File: src/rtl/ci_pkg.sv
// Shared types for the custom-instruction issue queue: field widths, default
// opcode, the command FIFO entry layout and the sequencer state encoding.
package ci_pkg;

    localparam int ID_W = 4;
    localparam int RD_W = 5;
    localparam logic [6:0] DEFAULT_OPCODE = 7'h0B;

    typedef struct packed {
        logic [ID_W-1:0] id;
        logic [RD_W-1:0] rd;
        logic [2:0]      funct3;
        logic [6:0]      funct7;
        logic [31:0]     opa;
        logic [31:0]     opb;
    } ci_entry_t;

    localparam int ENTRY_W = $bits(ci_entry_t);

    typedef enum logic {
        ST_IDLE,
        ST_BUSY
    } ci_state_t;

endpackage

File: src/rtl/ci_issue_queue_if.sv
// CPU issue/writeback and fabric command/result channels of the issue queue.
interface ci_issue_queue_if;
    import ci_pkg::*;

    logic            ISSUE_VALID;
    logic [31:0]     ISSUE_INSTR;
    logic [31:0]     ISSUE_OPA;
    logic [31:0]     ISSUE_OPB;
    logic [ID_W-1:0] ISSUE_ID;
    logic            ISSUE_READY;
    logic            ISSUE_ACCEPT;

    logic            RESULT_VALID;
    logic [ID_W-1:0] RESULT_ID;
    logic [RD_W-1:0] RESULT_RD;
    logic [31:0]     RESULT;

    logic            ACC_VALID;
    logic            ACC_READY;
    logic [2:0]      ACC_FUNCT3;
    logic [6:0]      ACC_FUNCT7;
    logic [31:0]     ACC_OPA;
    logic [31:0]     ACC_OPB;
    logic            ACC_RES_VALID;
    logic [31:0]     ACC_RES;

    modport slave (
        input  ISSUE_VALID, ISSUE_INSTR, ISSUE_OPA, ISSUE_OPB, ISSUE_ID,
        output ISSUE_READY, ISSUE_ACCEPT,
        output RESULT_VALID, RESULT_ID, RESULT_RD, RESULT,
        output ACC_VALID, ACC_FUNCT3, ACC_FUNCT7, ACC_OPA, ACC_OPB,
        input  ACC_READY, ACC_RES_VALID, ACC_RES
    );

    modport master (
        output ISSUE_VALID, ISSUE_INSTR, ISSUE_OPA, ISSUE_OPB, ISSUE_ID,
        input  ISSUE_READY, ISSUE_ACCEPT,
        input  RESULT_VALID, RESULT_ID, RESULT_RD, RESULT,
        input  ACC_VALID, ACC_FUNCT3, ACC_FUNCT7, ACC_OPA, ACC_OPB,
        output ACC_READY, ACC_RES_VALID, ACC_RES
    );

endinterface

File: src/rtl/ci_sync_fifo.sv
// Count-based synchronous FIFO; the head is presented combinationally and
// reads as zero while the FIFO is empty.
module ci_sync_fifo #(
    parameter int WIDTH = 8,
    parameter int DEPTH = 4
) (
    input  logic             clk,
    input  logic             rst_n,
    input  logic             push,
    input  logic [WIDTH-1:0] din,
    input  logic             pop,
    output logic [WIDTH-1:0] dout,
    output logic             full,
    output logic             empty
);
    localparam int AW = (DEPTH > 1) ? $clog2(DEPTH) : 1;
    localparam int CW = $clog2(DEPTH) + 1;

    logic [WIDTH-1:0] mem [DEPTH];
    logic [AW-1:0]    wr_ptr_reg;
    logic [AW-1:0]    rd_ptr_reg;
    logic [CW-1:0]    count_reg;
    logic             do_push;
    logic             do_pop;

    assign full    = (count_reg == CW'(DEPTH));
    assign empty   = (count_reg == '0);
    assign do_push = push && !full;
    assign do_pop  = pop && !empty;
    assign dout    = empty ? '0 : mem[rd_ptr_reg];

    always_ff @(posedge clk) begin
        if (do_push) begin
            mem[wr_ptr_reg] <= din;
        end
    end

    // Power-of-two depth lets the pointers wrap by natural overflow.
    always_ff @(posedge clk) begin
        if (!rst_n) begin
            wr_ptr_reg <= '0;
            rd_ptr_reg <= '0;
            count_reg  <= '0;
        end else begin
            if (do_push) wr_ptr_reg <= wr_ptr_reg + AW'(1);
            if (do_pop)  rd_ptr_reg <= rd_ptr_reg + AW'(1);
            case ({do_push, do_pop})
                2'b10:   count_reg <= count_reg + CW'(1);
                2'b01:   count_reg <= count_reg - CW'(1);
                default: count_reg <= count_reg;
            endcase
        end
    end

endmodule

File: src/rtl/ci_issue_queue.sv
// Custom-instruction issue queue: buffers accepted CPU issues, hands them one
// at a time to fabric user logic and returns registered, in-order writebacks.
module ci_issue_queue
    import ci_pkg::*;
#(
    parameter int         DEPTH  = 4,
    parameter logic [6:0] OPCODE = DEFAULT_OPCODE
) (
    input  logic            UserCLK,
    input  logic            UserRST_N,
    ci_issue_queue_if.slave bus
);
    ci_entry_t       push_entry;
    ci_entry_t       head;
    logic            fifo_full;
    logic            fifo_empty;
    logic            issue_ready;
    logic            issue_accept;
    logic            acc_valid;
    logic            acc_fire;

    ci_state_t       state_reg;
    logic [ID_W-1:0] lat_id_reg;
    logic [RD_W-1:0] lat_rd_reg;
    logic            result_valid_reg;
    logic [ID_W-1:0] result_id_reg;
    logic [RD_W-1:0] result_rd_reg;
    logic [31:0]     result_reg;

    // Ready is forced low while reset is held so nothing is accepted then.
    assign issue_ready  = UserRST_N && !fifo_full;
    assign issue_accept = bus.ISSUE_VALID && issue_ready && (bus.ISSUE_INSTR[6:0] == OPCODE);
    assign acc_valid    = (state_reg == ST_IDLE) && !fifo_empty;
    assign acc_fire     = acc_valid && bus.ACC_READY;

    assign push_entry = '{
        id:     bus.ISSUE_ID,
        rd:     bus.ISSUE_INSTR[11:7],
        funct3: bus.ISSUE_INSTR[14:12],
        funct7: bus.ISSUE_INSTR[31:25],
        opa:    bus.ISSUE_OPA,
        opb:    bus.ISSUE_OPB
    };

    ci_sync_fifo #(
        .WIDTH (ENTRY_W),
        .DEPTH (DEPTH)
    ) u_fifo (
        .clk   (UserCLK),
        .rst_n (UserRST_N),
        .push  (issue_accept),
        .din   (push_entry),
        .pop   (acc_fire),
        .dout  (head),
        .full  (fifo_full),
        .empty (fifo_empty)
    );

    always_ff @(posedge UserCLK) begin
        if (!UserRST_N) begin
            state_reg        <= ST_IDLE;
            lat_id_reg       <= '0;
            lat_rd_reg       <= '0;
            result_valid_reg <= 1'b0;
            result_id_reg    <= '0;
            result_rd_reg    <= '0;
            result_reg       <= '0;
        end else begin
            result_valid_reg <= 1'b0;
            case (state_reg)
                ST_IDLE: begin
                    if (acc_fire) begin
                        state_reg  <= ST_BUSY;
                        lat_id_reg <= head.id;
                        lat_rd_reg <= head.rd;
                    end
                end
                ST_BUSY: begin
                    if (bus.ACC_RES_VALID) begin
                        state_reg        <= ST_IDLE;
                        result_valid_reg <= 1'b1;
                        result_id_reg    <= lat_id_reg;
                        result_rd_reg    <= lat_rd_reg;
                        result_reg       <= bus.ACC_RES;
                    end
                end
                default: state_reg <= ST_IDLE;
            endcase
        end
    end

    assign bus.ISSUE_READY  = issue_ready;
    assign bus.ISSUE_ACCEPT = issue_accept;
    assign bus.ACC_VALID    = acc_valid;
    assign bus.ACC_FUNCT3   = head.funct3;
    assign bus.ACC_FUNCT7   = head.funct7;
    assign bus.ACC_OPA      = head.opa;
    assign bus.ACC_OPB      = head.opb;
    assign bus.RESULT_VALID = result_valid_reg;
    assign bus.RESULT_ID    = result_id_reg;
    assign bus.RESULT_RD    = result_rd_reg;
    assign bus.RESULT       = result_reg;

endmodule

File: src/flat_wrapper.sv
// flat-port wrapper written by rule: the top's interface ports become plain ports
module ci_issue_queue_flat import ci_pkg::*;
#(
    parameter int         DEPTH  = 4,
    parameter logic [6:0] OPCODE = DEFAULT_OPCODE
)
  (UserCLK, UserRST_N, bus_ISSUE_VALID, bus_ISSUE_INSTR, bus_ISSUE_OPA, bus_ISSUE_OPB, bus_ISSUE_ID, bus_ISSUE_READY, bus_ISSUE_ACCEPT, bus_RESULT_VALID, bus_RESULT_ID, bus_RESULT_RD, bus_RESULT, bus_ACC_VALID, bus_ACC_FUNCT3, bus_ACC_FUNCT7, bus_ACC_OPA, bus_ACC_OPB, bus_ACC_READY, bus_ACC_RES_VALID, bus_ACC_RES);
  ci_issue_queue_if bus_i ();
  input  logic UserCLK;
  input  logic UserRST_N;
  input wire logic [$bits(bus_i.ISSUE_VALID)-1:0] bus_ISSUE_VALID;
  input wire logic [$bits(bus_i.ISSUE_INSTR)-1:0] bus_ISSUE_INSTR;
  input wire logic [$bits(bus_i.ISSUE_OPA)-1:0] bus_ISSUE_OPA;
  input wire logic [$bits(bus_i.ISSUE_OPB)-1:0] bus_ISSUE_OPB;
  input wire logic [$bits(bus_i.ISSUE_ID)-1:0] bus_ISSUE_ID;
  output wire logic [$bits(bus_i.ISSUE_READY)-1:0] bus_ISSUE_READY;
  output wire logic [$bits(bus_i.ISSUE_ACCEPT)-1:0] bus_ISSUE_ACCEPT;
  output wire logic [$bits(bus_i.RESULT_VALID)-1:0] bus_RESULT_VALID;
  output wire logic [$bits(bus_i.RESULT_ID)-1:0] bus_RESULT_ID;
  output wire logic [$bits(bus_i.RESULT_RD)-1:0] bus_RESULT_RD;
  output wire logic [$bits(bus_i.RESULT)-1:0] bus_RESULT;
  output wire logic [$bits(bus_i.ACC_VALID)-1:0] bus_ACC_VALID;
  output wire logic [$bits(bus_i.ACC_FUNCT3)-1:0] bus_ACC_FUNCT3;
  output wire logic [$bits(bus_i.ACC_FUNCT7)-1:0] bus_ACC_FUNCT7;
  output wire logic [$bits(bus_i.ACC_OPA)-1:0] bus_ACC_OPA;
  output wire logic [$bits(bus_i.ACC_OPB)-1:0] bus_ACC_OPB;
  input wire logic [$bits(bus_i.ACC_READY)-1:0] bus_ACC_READY;
  input wire logic [$bits(bus_i.ACC_RES_VALID)-1:0] bus_ACC_RES_VALID;
  input wire logic [$bits(bus_i.ACC_RES)-1:0] bus_ACC_RES;
  assign bus_i.ISSUE_VALID = bus_ISSUE_VALID;
  assign bus_i.ISSUE_INSTR = bus_ISSUE_INSTR;
  assign bus_i.ISSUE_OPA = bus_ISSUE_OPA;
  assign bus_i.ISSUE_OPB = bus_ISSUE_OPB;
  assign bus_i.ISSUE_ID = bus_ISSUE_ID;
  assign bus_ISSUE_READY = bus_i.ISSUE_READY;
  assign bus_ISSUE_ACCEPT = bus_i.ISSUE_ACCEPT;
  assign bus_RESULT_VALID = bus_i.RESULT_VALID;
  assign bus_RESULT_ID = bus_i.RESULT_ID;
  assign bus_RESULT_RD = bus_i.RESULT_RD;
  assign bus_RESULT = bus_i.RESULT;
  assign bus_ACC_VALID = bus_i.ACC_VALID;
  assign bus_ACC_FUNCT3 = bus_i.ACC_FUNCT3;
  assign bus_ACC_FUNCT7 = bus_i.ACC_FUNCT7;
  assign bus_ACC_OPA = bus_i.ACC_OPA;
  assign bus_ACC_OPB = bus_i.ACC_OPB;
  assign bus_i.ACC_READY = bus_ACC_READY;
  assign bus_i.ACC_RES_VALID = bus_ACC_RES_VALID;
  assign bus_i.ACC_RES = bus_ACC_RES;
  ci_issue_queue #(.DEPTH(DEPTH), .OPCODE(OPCODE)) u_core (.UserCLK(UserCLK), .UserRST_N(UserRST_N), .bus(bus_i));
endmodule
File: config.mk
export PLATFORM = sky130hd
export DESIGN_NAME = ci_issue_queue_flat
export DESIGN_NICKNAME = d
export VERILOG_FILES = /design/src/rtl/ci_pkg.sv /design/src/rtl/ci_issue_queue_if.sv /design/src/rtl/ci_sync_fifo.sv /design/src/rtl/ci_issue_queue.sv /design/src/flat_wrapper.sv
export SDC_FILE = /design/constraint.sdc
export NUM_CORES = 1
export LEC_CHECK = 0
export BUFFER_PORTS_ARGS = -buffer_cell sky130_fd_sc_hd__buf_2
export CAP_MARGIN = 20
export CORE_MARGIN = 3
export CORE_UTILIZATION = 41
export CTS_BUF_LIST = sky130_fd_sc_hd__clkbuf_8 sky130_fd_sc_hd__clkbuf_16
export CTS_CLUSTER_DIAMETER = 120
export CTS_CLUSTER_SIZE = 20
export DETAILED_ROUTE_END_ITERATION = 10
export SLEW_MARGIN = 20
export SYNTH_ARGS = -nofsm -noshare
export SYNTH_HDL_FRONTEND = slang
export SYNTH_SLANG_ARGS = --single-unit
File: constraint.sdc
create_clock -name UserCLK -period 7.75 [get_ports UserCLK]
set_input_delay 0.3875 -clock UserCLK [delete_from_list [all_inputs] [get_ports UserCLK]]
set_output_delay 0.3875 -clock UserCLK [all_outputs]
set_load 0.05 [all_outputs]
Yosys cells after proc, flatten, opt, wreduce, memory -nomap -nowiden

Memories as Yosys holds them, arrays and structs flattened. A register that Yosys moved wholly into a read port is not among the register bits.
Index checks and enable logic that the tools add are counted.

Register bits after elaboration: 59
Bits in writable memories: 332
Bits of input ports: 137
Output and inout port bits: 119
Word-level logic and storage cells: 44
Memories kept: 1

$add $sub $neg: 4
Equal/unequal tests: 4
Muxes and demuxes: 10
Bitwise operators: 1
Reductions and logical operators: 14

Memories:

| name              | words | bits a word | read ports | clocked after Yosys merged registers in | write ports | line               | source |
|---|---|---|---|---|---|---|---|
| u_core.u_fifo.mem | 4     | 83          | 1          | 1                                       | 1           | ci_sync_fifo.sv:19 | `logic [WIDTH-1:0] mem [DEPTH];` |

Operators by type and width:

| cell                  | number |
|---|---|
| $mux W83              | 1 |
| $eq A7 B4 Y1 const B  | 1 |
| $logic_and A1 B1 Y1   | 7 |
| $pmux W3 S2           | 1 |
| $reduce_and A2 Y1     | 3 |
| $mux W1               | 5 |
| $add A2 B1 Y2 const B | 2 |
| $mux W2               | 2 |
| $add A3 B1 Y3 const B | 1 |
| $eq A3 B3 Y1 const B  | 1 |
| $logic_not A3 Y1      | 1 |
| $sub A3 B1 Y3 const B | 1 |
| $eq A2 B1 Y1 const B  | 1 |
| $eq A2 B2 Y1 const B  | 1 |
| $logic_not A1 Y1      | 2 |
| $pmux W1 S2           | 1 |
| $reduce_bool A2 Y1    | 1 |
| $not A1 Y1            | 1 |

Longest topological paths before layout

Depth after elaboration: 8
Mapped depth: 10
Gate-level depth less buffers: 9

Modules after synthesis

From an unflattened synthesis, not the netlist that was laid out.

Cells, all modules: 816
Area, all modules: 15367.2 um2

By module, submodules not included:

| module         | instances | cells an instance | area each (um2) | sequential area each (um2) |
|---|---|---|---|---|
| ci_sync_fifo   | 1         | 579               | 13021.2         | 10149.7 |
| ci_issue_queue | 1         | 237               | 2346.0          | 1041.0 |

Least setup slack after synthesis

No wires, ideal clock.

Kind: input -> register
Start point: input bus_ISSUE_INSTR[5]
End point: memory u_core.u_fifo.mem[0][0] (netlist bit), enable pin
Library setup time: 0.405 ns
Data arrival time: 3.081 ns
Required time: 7.345 ns
Path slack: 4.264 ns
Stages on the path: 3
Path buffers: 0
Cell sequence: or4b_4 a2111oi_4 and2_2

Word-level cells in the longest chain between the ends: 5

RTL lines:

| item                          | line                 | source |
|---|---|---|
| from (decl)                   | flat_wrapper.sv:12   | `input wire logic [$bits(bus_i.ISSUE_INSTR)-1:0] bus_ISSUE_INSTR;` |
| $eq A7 B4 Y1                  | ci_issue_queue.sv:32 | `assign issue_accept = bus.ISSUE_VALID && issue_ready && (bus.ISSUE_INSTR[6:0] == OPCODE);` |
| $logic_and A1 B1 Y1           | ci_issue_queue.sv:32 |  |
| net bus_ISSUE_ACCEPT          | flat_wrapper.sv:17   | `output wire logic [$bits(bus_i.ISSUE_ACCEPT)-1:0] bus_ISSUE_ACCEPT;` |
| $logic_and A1 B1 Y1           | ci_sync_fifo.sv:28   | `assign do_push = push && !full;` |
| $mux W1                       | ci_sync_fifo.sv:33   | `if (do_push) begin` |
| $mux W1 (implied by the code) | ci_sync_fifo.sv:34   | `mem[wr_ptr_reg] <= din;` |
| to (decl)                     | ci_sync_fifo.sv:19   |  |

The timed path passes the listed nets, and every way through them passes these cells.

==> impl_metrics.yaml <==
timing:
  worstMarginPinSlew_ns: 1.07
  max_freq_ghz: 0.298
  rsz0062_at_grt: "no"
  fin_crit_ns: 3.36
  slew_violations: 0
  skew_ns: 0.00626
  setup_ws_ns: 4.39
  relSlewSlack_pct: 28.8
  hold_viol: 0
  setup_viol: 0
  fin_crit_sh_pct: 43.4
  setup_tns_ns: 0
detailed_routing:
  routed_wl_um: 29600
  route.met2.wl_um: 14600
  ant_nets: 0
  top_layer_used: "met5"
  met3_length_um: 1900
  post_drt_wl_per_cell_um: 19.7
  drt-initial-drc-count: 307
  met1Wirelength_um: 12400
  drc: 0
  viasPerCell: 5.02
  dr.pass1.iters: 6
  vias: 7544
critical_path:
  worst_setup_path_end_kind: "output pin"
  start_kind: "flip-flop"
  cpMaxStageDelayCell: "buf_4"
  max_stage_delay_ns: 0.70
  r2r-start: "u_core.u_fifo.count_reg[0]"
  reg2reg_slack_ns: 4.72
  cp_max_fo: 36
  worstPathRequired_ns: 7.36
  critical_path.endpoint: "bus_ACC_OPA[21]"
  reg2regPathDepth: 4
  crit_arrival_ns: 2.97
  path_cells: "buf_4 -> mux4_2 -> nor2b_1 -> buf_2"
  timing.rr.end: "u_core.u_fifo.mem[1][43]"
  worst-setup-path-type: "reg2out"
power:
  power.share.clock_pct: 33.2
  p_switching_uw: 677
  p_leak_uw: 0.00578
  vdd_drop_max_mv: 0.210
  intPower_uw: 2850
  switching_share_pct: 19.2
  power.share.sequential_pct: 64.8
  p_per_area_nw_per_um2: 207
  p_comb_share_pct: 2.0
  finalPower_uw: 3530
yosys:
  syn_nets: 1004
  syn_area_per_cell_um2: 17.7
  yosys_warnings: 0
  ys_ff_latch: 393
  netlist_area_um2: 15300
  yosysUniqueCellTypes: 30
  synthCells: 861
  seq_area_frac_synth_pct: 73.3
place:
  place_congestion: 0.688
  place_inst: 1470
  pre_cts_slack_ns: 4.21
  dpl.hpwl_um: 17700
  port-buffer-count: 245
clocking:
  cts_resized: 0
  postCtsSetupRepairBufs: 0
  cts_buffers: 23
  clockRootBuffer: "clkbuf_16"
  clkLatencyLatePin_ns: 0.53
  clk_path_buf_depth: 3
  tritoncts: "yes"
  ctsHoldBuffers: 0
  htree_levels: 1
  cts.sink_count: 393
  path_clk_slew_ns: 0.09
layout:
  area_growth_pct: 11.9
  final_util_pct: 46.6
  final_nets: 1170
  fillers: 3182
  final_cells: 1503
  largest_reg_flops: 332
  drive_gt1_share_pct: 36.1
  n_antenna_cell: 0
  top_register: "u_core.u_fifo.mem"
global_route:
  first_global_vias: 7725
  grt_pass1_wl_um: 44400
  globalRouteTotalUtil_pct: 14.4
  grt_max_degree: 65
  antenna_found_initial: 6
  grt_overflow_total: 0
floorplanning:
  die-area_um2: 39600
  core_um2: 36600
  dieHeight_um: 199
  die_x_um: 199
  start_util_pct: 41.7
  io_pins: 256
  rows: 70
run:
  cap_violations: 0
status:
  status: "complete, no violations"
worst_hold_path:
  hold_path.class: "in2reg"
[how the worst min path moves through the flow]
stage	startpoint	to	slack, ns	cells after the start
floorplan	u_core.lat_id_reg[0]	u_core.bus.RESULT_ID[0]	0.43	2
global placement	u_core.lat_rd_reg[2]	u_core.bus.RESULT_RD[2]	0.44	2
detailed placement	u_core.bus.RESULT[28]	u_core.bus.RESULT[28]	0.44	2
CTS	bus_ISSUE_INSTR[11]	u_core.u_fifo.mem[2][78]	0.03	1
global route	bus_ISSUE_OPA[7]	u_core.u_fifo.mem[1][39]	0.04	1
finish	bus_ISSUE_INSTR[11]	u_core.u_fifo.mem[2][78]	0.07	1
[critical path, delay by kind of cell, from the launching register on]
| family | cells | cell delay [ns] |
|---|---|---|
| buffers and inverters | 2 | 0.96 |
| DFF | 1 | 0.69 |
| muxes | 1 | 0.58 |
| and+or+nand+nor | 1 | 0.16 |
[power by group through the flow]
| stage | combinational [uW] | clock, uW | sequential (uW) |
|---|---|---|---|
| 2_1_floorplan | 18.3 | 0 | 2340 |
| 3_3_place_gp | 67.0 | 0 | 2330 |
| 3_5_place_dp | 70.3 | 0 | 2330 |
| 4_1_cts | 70.4 | 1230 | 2280 |
| 5_1_grt | 76.9 | 1300 | 2290 |
| 6_report | 69.5 | 1170 | 2280 |
[area by class of cell]
type                    instances  area (um2)  area share (%)
clock buffers                  23         576            3.37
clock inverters                10        42.5           0.249
inverters                       9        33.8           0.198
multi-input cells             343        3320            19.5
flip-flops and latches        393       11200            65.6
well taps                     468         586            3.43
repair buffers                257        1320            7.71
[per-layer routing]
layer	global-route usage (%)	vias to the layer above
met5	0	-
met1	18.6	3808
met4	3.20	12
met2	24.9	184
met3	3.74	46
li1	-	3494
[synthesized netlist by cell type]
library cell  number  share of area (%)
or3_1              2              0.082
buf_2             10               0.33
mux2i_1            2               0.13
o21ai_0            2              0.066
o31ai_1            1              0.049
edfxtp_1         332                 65
nor2b_1           75                3.1
clkbuf_1          30               0.74
a2111oi_4          1               0.18
fa_1               1               0.13
nand2_1           94                2.3
o2bb2ai_1          9               0.52
buf_4             74                3.6
nand2b_1           1              0.041
nor3_2             2               0.13
or4_1              1              0.049
and2_2             4               0.20
clkinv_1           1              0.025
nor2_1             7               0.17
ha_1               5               0.41
dfxtp_1           61                8.0
a21oi_1           47                1.5
or4b_4             1              0.090
xor2_1             2               0.11
mux4_2            83                 12
inv_1              8               0.20
o21a_1             1              0.049
and2_1             1              0.041
nand4b_1           1              0.057
buf_1              2              0.049
[kinds of logic (layout without fill, tap and decap cells)]
logic type	after synthesis	in the layout	share of synthesized area, %
muxes	85	85	12.4
DFF	393	393	73.3
xor gates and xnor gates	2	2	0.115
and+or+nand+nor	189	189	6.25
adders and majority gates	6	6	0.541
buffers and inverters	125	299	4.98
AOI/OAI and AO/OA	61	61	2.40
[cells in the final DEF (no fill, tap or decap), drive strengths merged]
| cell | instances |
|---|---|
| a2111oi | 1 |
| o21ai | 2 |
| xor2 | 2 |
| dfxtp | 61 |
| nor2 | 7 |
| o31ai | 1 |
| fa | 1 |
| buf | 257 |
| mux2i | 2 |
| or4 | 1 |
| clkbuf | 23 |
| or3 | 2 |
| mux4 | 83 |
| inv | 18 |
| nor3 | 2 |
| edfxtp | 332 |
| a21oi | 47 |
| ha | 5 |
| o2bb2ai | 9 |
| nand2 | 94 |
| or4b | 1 |
| nand4b | 1 |
| nand2b | 1 |
| nor2b | 75 |
| o21a | 1 |
| clkinv | 1 |
| and2 | 5 |
[per-stage QoR]
stage / cell area (um2) / hold slack [ns]
2_1_floorplan: 15300 / 0.432
3_3_place_gp: 16500 / 0.441
3_5_place_dp: 16500 / 0.444
4_1_cts: 17100 / 0.0345
5_1_grt: 17100 / 0.0444
6_report: 17100 / 0.0693
Note: power is estimated with default switching activity, not from simulation.
